### config.mk
export PLATFORM = sky130hd
export DESIGN_NAME = mem_access_unit
export DESIGN_NICKNAME = d
export VERILOG_FILES = /design/src/rtl/mem_access_unit.sv
export SDC_FILE = /design/constraint.sdc
export NUM_CORES = 1
export LEC_CHECK = 0
export ABC_AREA = 1
export CAP_MARGIN = 20
export CORE_MARGIN = 4
export CORE_UTILIZATION = 45
export CTS_CLUSTER_DIAMETER = 200
export CTS_CLUSTER_SIZE = 14
export DETAILED_ROUTE_END_ITERATION = 7
export PLACE_DENSITY_LB_ADDON = 0.05
export SETUP_SLACK_MARGIN = 0.02
export SYNTH_ARGS = -nofsm -noshare
export SYNTH_HDL_FRONTEND = slang
export SYNTH_SLANG_ARGS = --single-unit
### constraint.sdc
create_clock -name clk -period 2.45 [get_ports clk]
set_input_delay 0.6125 -clock clk [delete_from_list [all_inputs] [get_ports clk]]
set_output_delay 0.6125 -clock clk [all_outputs]
set_load 0.05 [all_outputs]
### src/rtl/mem_access_unit.sv
// Memory-stage load/store controller: byte-address to word-index translation,
// alignment/range checking, extended loads and read-modify-write sub-dword stores.
module mem_access_unit #(
  parameter int n     = 64,
  parameter int depth = 256
) (
  input  logic         clk,
  input  logic         rst_n,
  input  logic         req_valid,
  output logic         req_ready,
  input  logic         req_write,
  input  logic [1:0]   req_size,
  input  logic         req_signed,
  input  logic [n-1:0] req_addr,
  input  logic [n-1:0] req_wdata,
  output logic         resp_valid,
  output logic         resp_err,
  output logic [n-1:0] resp_rdata,
  output logic [n-1:0] mem_address,
  output logic         mem_read,
  output logic         mem_write,
  output logic [n-1:0] mem_din,
  input  logic [n-1:0] mem_dout
);

  typedef enum logic [2:0] {IDLE, LOAD, STORE, RMW_RD, RMW_WR} state_t;

  state_t       state, next_state;
  logic [n-1:0] addr_q, wdata_q, merge_q;
  logic [1:0]   size_q;
  logic         signed_q;

  logic         accept, misaligned, out_of_range, req_err;
  logic [5:0]   shamt;
  logic [n-1:0] field_mask, shifted, load_val;

  assign req_ready    = (state == IDLE);
  assign accept       = req_valid & req_ready;
  assign out_of_range = (req_addr[n-1:3] >= (n-3)'(depth));
  assign req_err      = misaligned | out_of_range;

  always_comb begin
    misaligned = 1'b0;
    case (req_size)
      2'b01:   misaligned = req_addr[0];
      2'b10:   misaligned = |req_addr[1:0];
      2'b11:   misaligned = |req_addr[2:0];
      default: misaligned = 1'b0;
    endcase
  end

  always_ff @(posedge clk or negedge rst_n) begin
    if (!rst_n) state <= IDLE;
    else        state <= next_state;
  end

  always_comb begin
    next_state = state;
    case (state)
      IDLE: begin
        if (accept && !req_err) begin
          if (!req_write)             next_state = LOAD;
          else if (req_size == 2'b11) next_state = STORE;
          else                        next_state = RMW_RD;
        end
      end
      RMW_RD:  next_state = RMW_WR;
      default: next_state = IDLE;
    endcase
  end

  // Little-endian lane select: field of size_q bytes at byte offset addr_q[2:0].
  assign shamt   = {addr_q[2:0], 3'b000};
  assign shifted = mem_dout >> shamt;

  always_comb begin
    field_mask = '0;
    load_val   = '0;
    case (size_q)
      2'b00: begin
        field_mask = n'(64'h0000_0000_0000_00ff);
        load_val   = {{(n-8){signed_q & shifted[7]}}, shifted[7:0]};
      end
      2'b01: begin
        field_mask = n'(64'h0000_0000_0000_ffff);
        load_val   = {{(n-16){signed_q & shifted[15]}}, shifted[15:0]};
      end
      2'b10: begin
        field_mask = n'(64'h0000_0000_ffff_ffff);
        load_val   = {{(n-32){signed_q & shifted[31]}}, shifted[31:0]};
      end
      default: begin
        field_mask = '1;
        load_val   = shifted;
      end
    endcase
  end

  assign mem_address = {3'b000, addr_q[n-1:3]};
  assign mem_read    = (state == LOAD)  || (state == RMW_RD);
  assign mem_write   = (state == STORE) || (state == RMW_WR);

  always_comb begin
    mem_din = '0;
    case (state)
      STORE:   mem_din = wdata_q;
      RMW_WR:  mem_din = (merge_q & ~(field_mask << shamt)) | ((wdata_q & field_mask) << shamt);
      default: mem_din = '0;
    endcase
  end

  always_ff @(posedge clk or negedge rst_n) begin
    if (!rst_n) begin
      addr_q     <= '0;
      wdata_q    <= '0;
      merge_q    <= '0;
      size_q     <= '0;
      signed_q   <= 1'b0;
      resp_valid <= 1'b0;
      resp_err   <= 1'b0;
      resp_rdata <= '0;
    end else begin
      resp_valid <= 1'b0;
      resp_err   <= 1'b0;
      if (accept) begin
        addr_q   <= req_addr;
        wdata_q  <= req_wdata;
        size_q   <= req_size;
        signed_q <= req_signed;
        if (req_err) begin
          resp_valid <= 1'b1;
          resp_err   <= 1'b1;
        end
      end
      case (state)
        LOAD: begin
          resp_rdata <= load_val;
          resp_valid <= 1'b1;
        end
        STORE, RMW_WR: resp_valid <= 1'b1;
        RMW_RD:        merge_q    <= mem_dout;
        default: ;
      endcase
    end
  end

endmodule

==> results.yml <==
timing:
  max_slew_margin_pct: 44.59
  fmax_mhz: 334.2
  worst_slack_ns: -0.5423
  hold_violations: 0
  setup_viol: 65
  post-route-period-util_pct: 122.1
  tightest_slew_ns: 0.8225
  final.setup_skew_ns: 0.02754
  rsz0062_at_grt: "true"
  min_period_ns: 2.992
  maxSlewViolCount: 0
  tns_ns: -27.69
global_route:
  grt_start_max_net_pins: 113
  grt_pass1_vias: 17390
  grt_pass1_wl_mm: 105.0
  antenna_found_initial: 0
  grt-ovfl-total: 0
  grt_use_total_pct: 34.62
run:
  cap_violations: 0
setup_path:
  worstRegToRegCells: 10
  r2r_slack_ns: 0.06
  worstSetupPathDepth: 9
  cp-start-kind: "flop"
  path_class: "flop to output port"
  worstPathCellList: "buf_12, buf_12, nand2_2, o211ai_1, nand3_2, nand3_2, nand2_1, nand2_2, buf_12"
  critPathTopFamily: "flip-flops"
  critPathSlowestCell: "dfrtp_2"
  startpoint: "size_q[1]"
  crit_top_cell: "buf_12"
  cp_max_fo: 7
  crit_path_end_kind: "output port"
  regToRegStartpoint: "addr_q[1]"
  crit_arrival_ns: 2.38
  max_stage_delay_ns: 0.56
  cp.required_ns: 1.84
  path_buf_inv: 3
logic_synthesis:
  avgSynthCellArea_um2: 6.734
  synthFlopType: "dfrtp_1"
  synthAdderAreaFrac_pct: 0
  yosys-mux-area-fraction_pct: 0.06230
  yosys.area_share.simple_pct: 35.97
  synth_compound_area_share_pct: 11.37
  synthXorXnorAreaFrac_pct: 0
  async_flop_share_pct: 100.0
  seq_area_frac_synth_pct: 41.12
  synthCells: 2386
  synth_cell_type_count: 32
  synth_top_family_by_area: "simple AND/OR/NAND/NOR gates"
  synth-seq-cells: 264
  netlist_area_um2: 16070
  synth-edff-count: 0
  ys_warn_count: 0
die:
  start_util_pct: 46.06
  die_w_um: 197.0
  die_area_um2: 38790
  rows: 68
  core_area_um2: 34880
  die_y_um: 197.0
  ios: 396
clocking:
  clk_path_buf_depth: 3
  cts_made_buffers: 22
  root_buffer: "clkbuf_16"
  htreeDepth: 1
  cts.clk_slew.worst_paths_ns: 0.07
  clock_latency_ns: 0.53
  cts_tree: "yes"
  clock-sinks: 264
placement:
  dp_hpwl_mm: 52.25
  port_buffers: 392
  placed_area_um2: 21200
  gp_congestion: 0.9891
status:
  violations: "setup timing"
  status: "finished with violations"
hold_path:
  hold_path_class: "input port to asynchronous set/reset pin"
power_and_ir_drop:
  comb_power_share_pct: 31.1
  cellLeakagePower_nw: 11.12
  intPower_mw: 7.628
  swShare_pct: 34.87
  power.density_nw_per_um2: 493.8
  p_seq_share_pct: 40.9
  clkPwrFrac_pct: 28.0
  total_power_mw: 11.71
  ir_worst_vdd_v: 0.0005453
  switchingPower_mw: 4.084
routing:
  vias: 18040
  viasPerCell: 5.619
  wl_per_cell_um: 22.16
  drc: 0
  first_pass_iters: 5
  drt-total-wl_mm: 71.15
  ant_nets: 0
  drtIter0Drc: 2046
finish:
  final_common_cell: "nand2_1"
  final_layout_size_suffix_gt1_share_pct: 20.65
  finalNetCount: 2952
  fin_area_um2: 23720
  utilization_pct: 67.99
  area_growth_pct: 47.61
  final_cell_mix: "833 x nand2_1, 324 x clkdlybuf4s50_1, 258 x dfrtp_1"
  num_antenna_cells: 0
==> metal layers <==
layer	track usage [%]	part of all wire [%]	up-vias
met5	0	0	-
met4	9.194	3.3	0
met3	7.966	11	129
met2	54.48	45	1082
met1	48.55	40	8583
li1	-	-	8242
==> Yosys cell counts (29+ instances only) <==
master,n,area [um^2]
o21ai_0,242,1211
nand2_1,935,3510
clkbuf_1,60,225.2
o211ai_1,31,232.7
buf_2,61,305.3
nand3_1,261,1306
a21oi_1,29,145.1
dfrtp_1,264,6606
inv_1,172,645.6
buf_4,74,555.5
or2_2,49,306.5
nor2_1,109,409.1
==> state kept, by name (all words and copies together) (netlist names) <==
register,flops
addr_q,64
merge_q,64
resp_err,1
resp_rdata,64
resp_valid,1
signed_q,1
size_q,2
state,3
wdata_q,64
==> worst register-to-register path: cells and delay by family, from the launching register on <==
family | cells | cell delay [ns]
DFF | 1 | 0.43
and+or+nand+nor | 7 | 0.97
buffers and inverters | 3 | 0.87
==> power groups by stage <==
stage               Clock, mW  Sequential (mW)  Combinational (mW)
floorplan                   0             4.75                1.74
global placement            0             4.83                3.06
detailed placement          0             4.83                3.06
CTS                      3.32             4.77                3.40
global route             3.49             4.80                3.86
finish                   3.27             4.79                3.65
==> final cells by class <==
| cell class | count | area, um^2 |
|---|---|---|
| Timing Repair Buffer | 556 | 6481 |
| Fill cell | 2963 | 11170 |
| Tap cell | 455 | 569.3 |
| Sequential cell | 264 | 6616 |
| Multi-Input combinational cell | 1730 | 8740 |
| Clock buffer | 26 | 596.8 |
| Inverter | 178 | 705.7 |
| Timing Repair inverter | 1 | 7.507 |
==> repair_timing <==
item | 4_1_cts | 5_1_grt
endpoints found under the hold margin | 0 | 0
gates cloned | 9 | 5
endpoints found under the setup margin | 65 | 109
buffers inserted | 16 | 25
hold buffers | 0 | 0
gates resized for setup | 262 | 127
pin swaps | 45 | 59
==> cell families (layout without fill, tap and decap cells) <==
kind of cell / after synthesis / after routing
simple gates: 1389 / 1389
compound gates: 337 / 337
other cells: 1 / 3
mux: 1 / 1
flops: 264 / 264
buf+inv: 394 / 761
==> worst paths after layout <==
| check | end |
|---|---|
| max in group asynchronous | resp_rdata[27] |
| min reg2reg | merge_q[15] |
| max | mem_din[62] |
| max reg2reg | resp_rdata[58] |
| min | wdata_q[10] |
| min in group clk | merge_q[15] |
==> metrics by stage <==
step | hold WS, ns | setup slack [ns] | std cells
4_1_cts | 0.01538 | -0.4655 | 3184
2_1_floorplan | 0.3169 | -0.1246 | 2388
3_3_place_gp | 0.4527 | -0.1214 | 3134
6_report | 0.0005967 | -0.5423 | 3210
5_1_grt | 0.01848 | -0.5746 | 3210
3_5_place_dp | 0.4566 | -0.1200 | 3134
No activity file was read; power rests on OpenSTA's default activity.
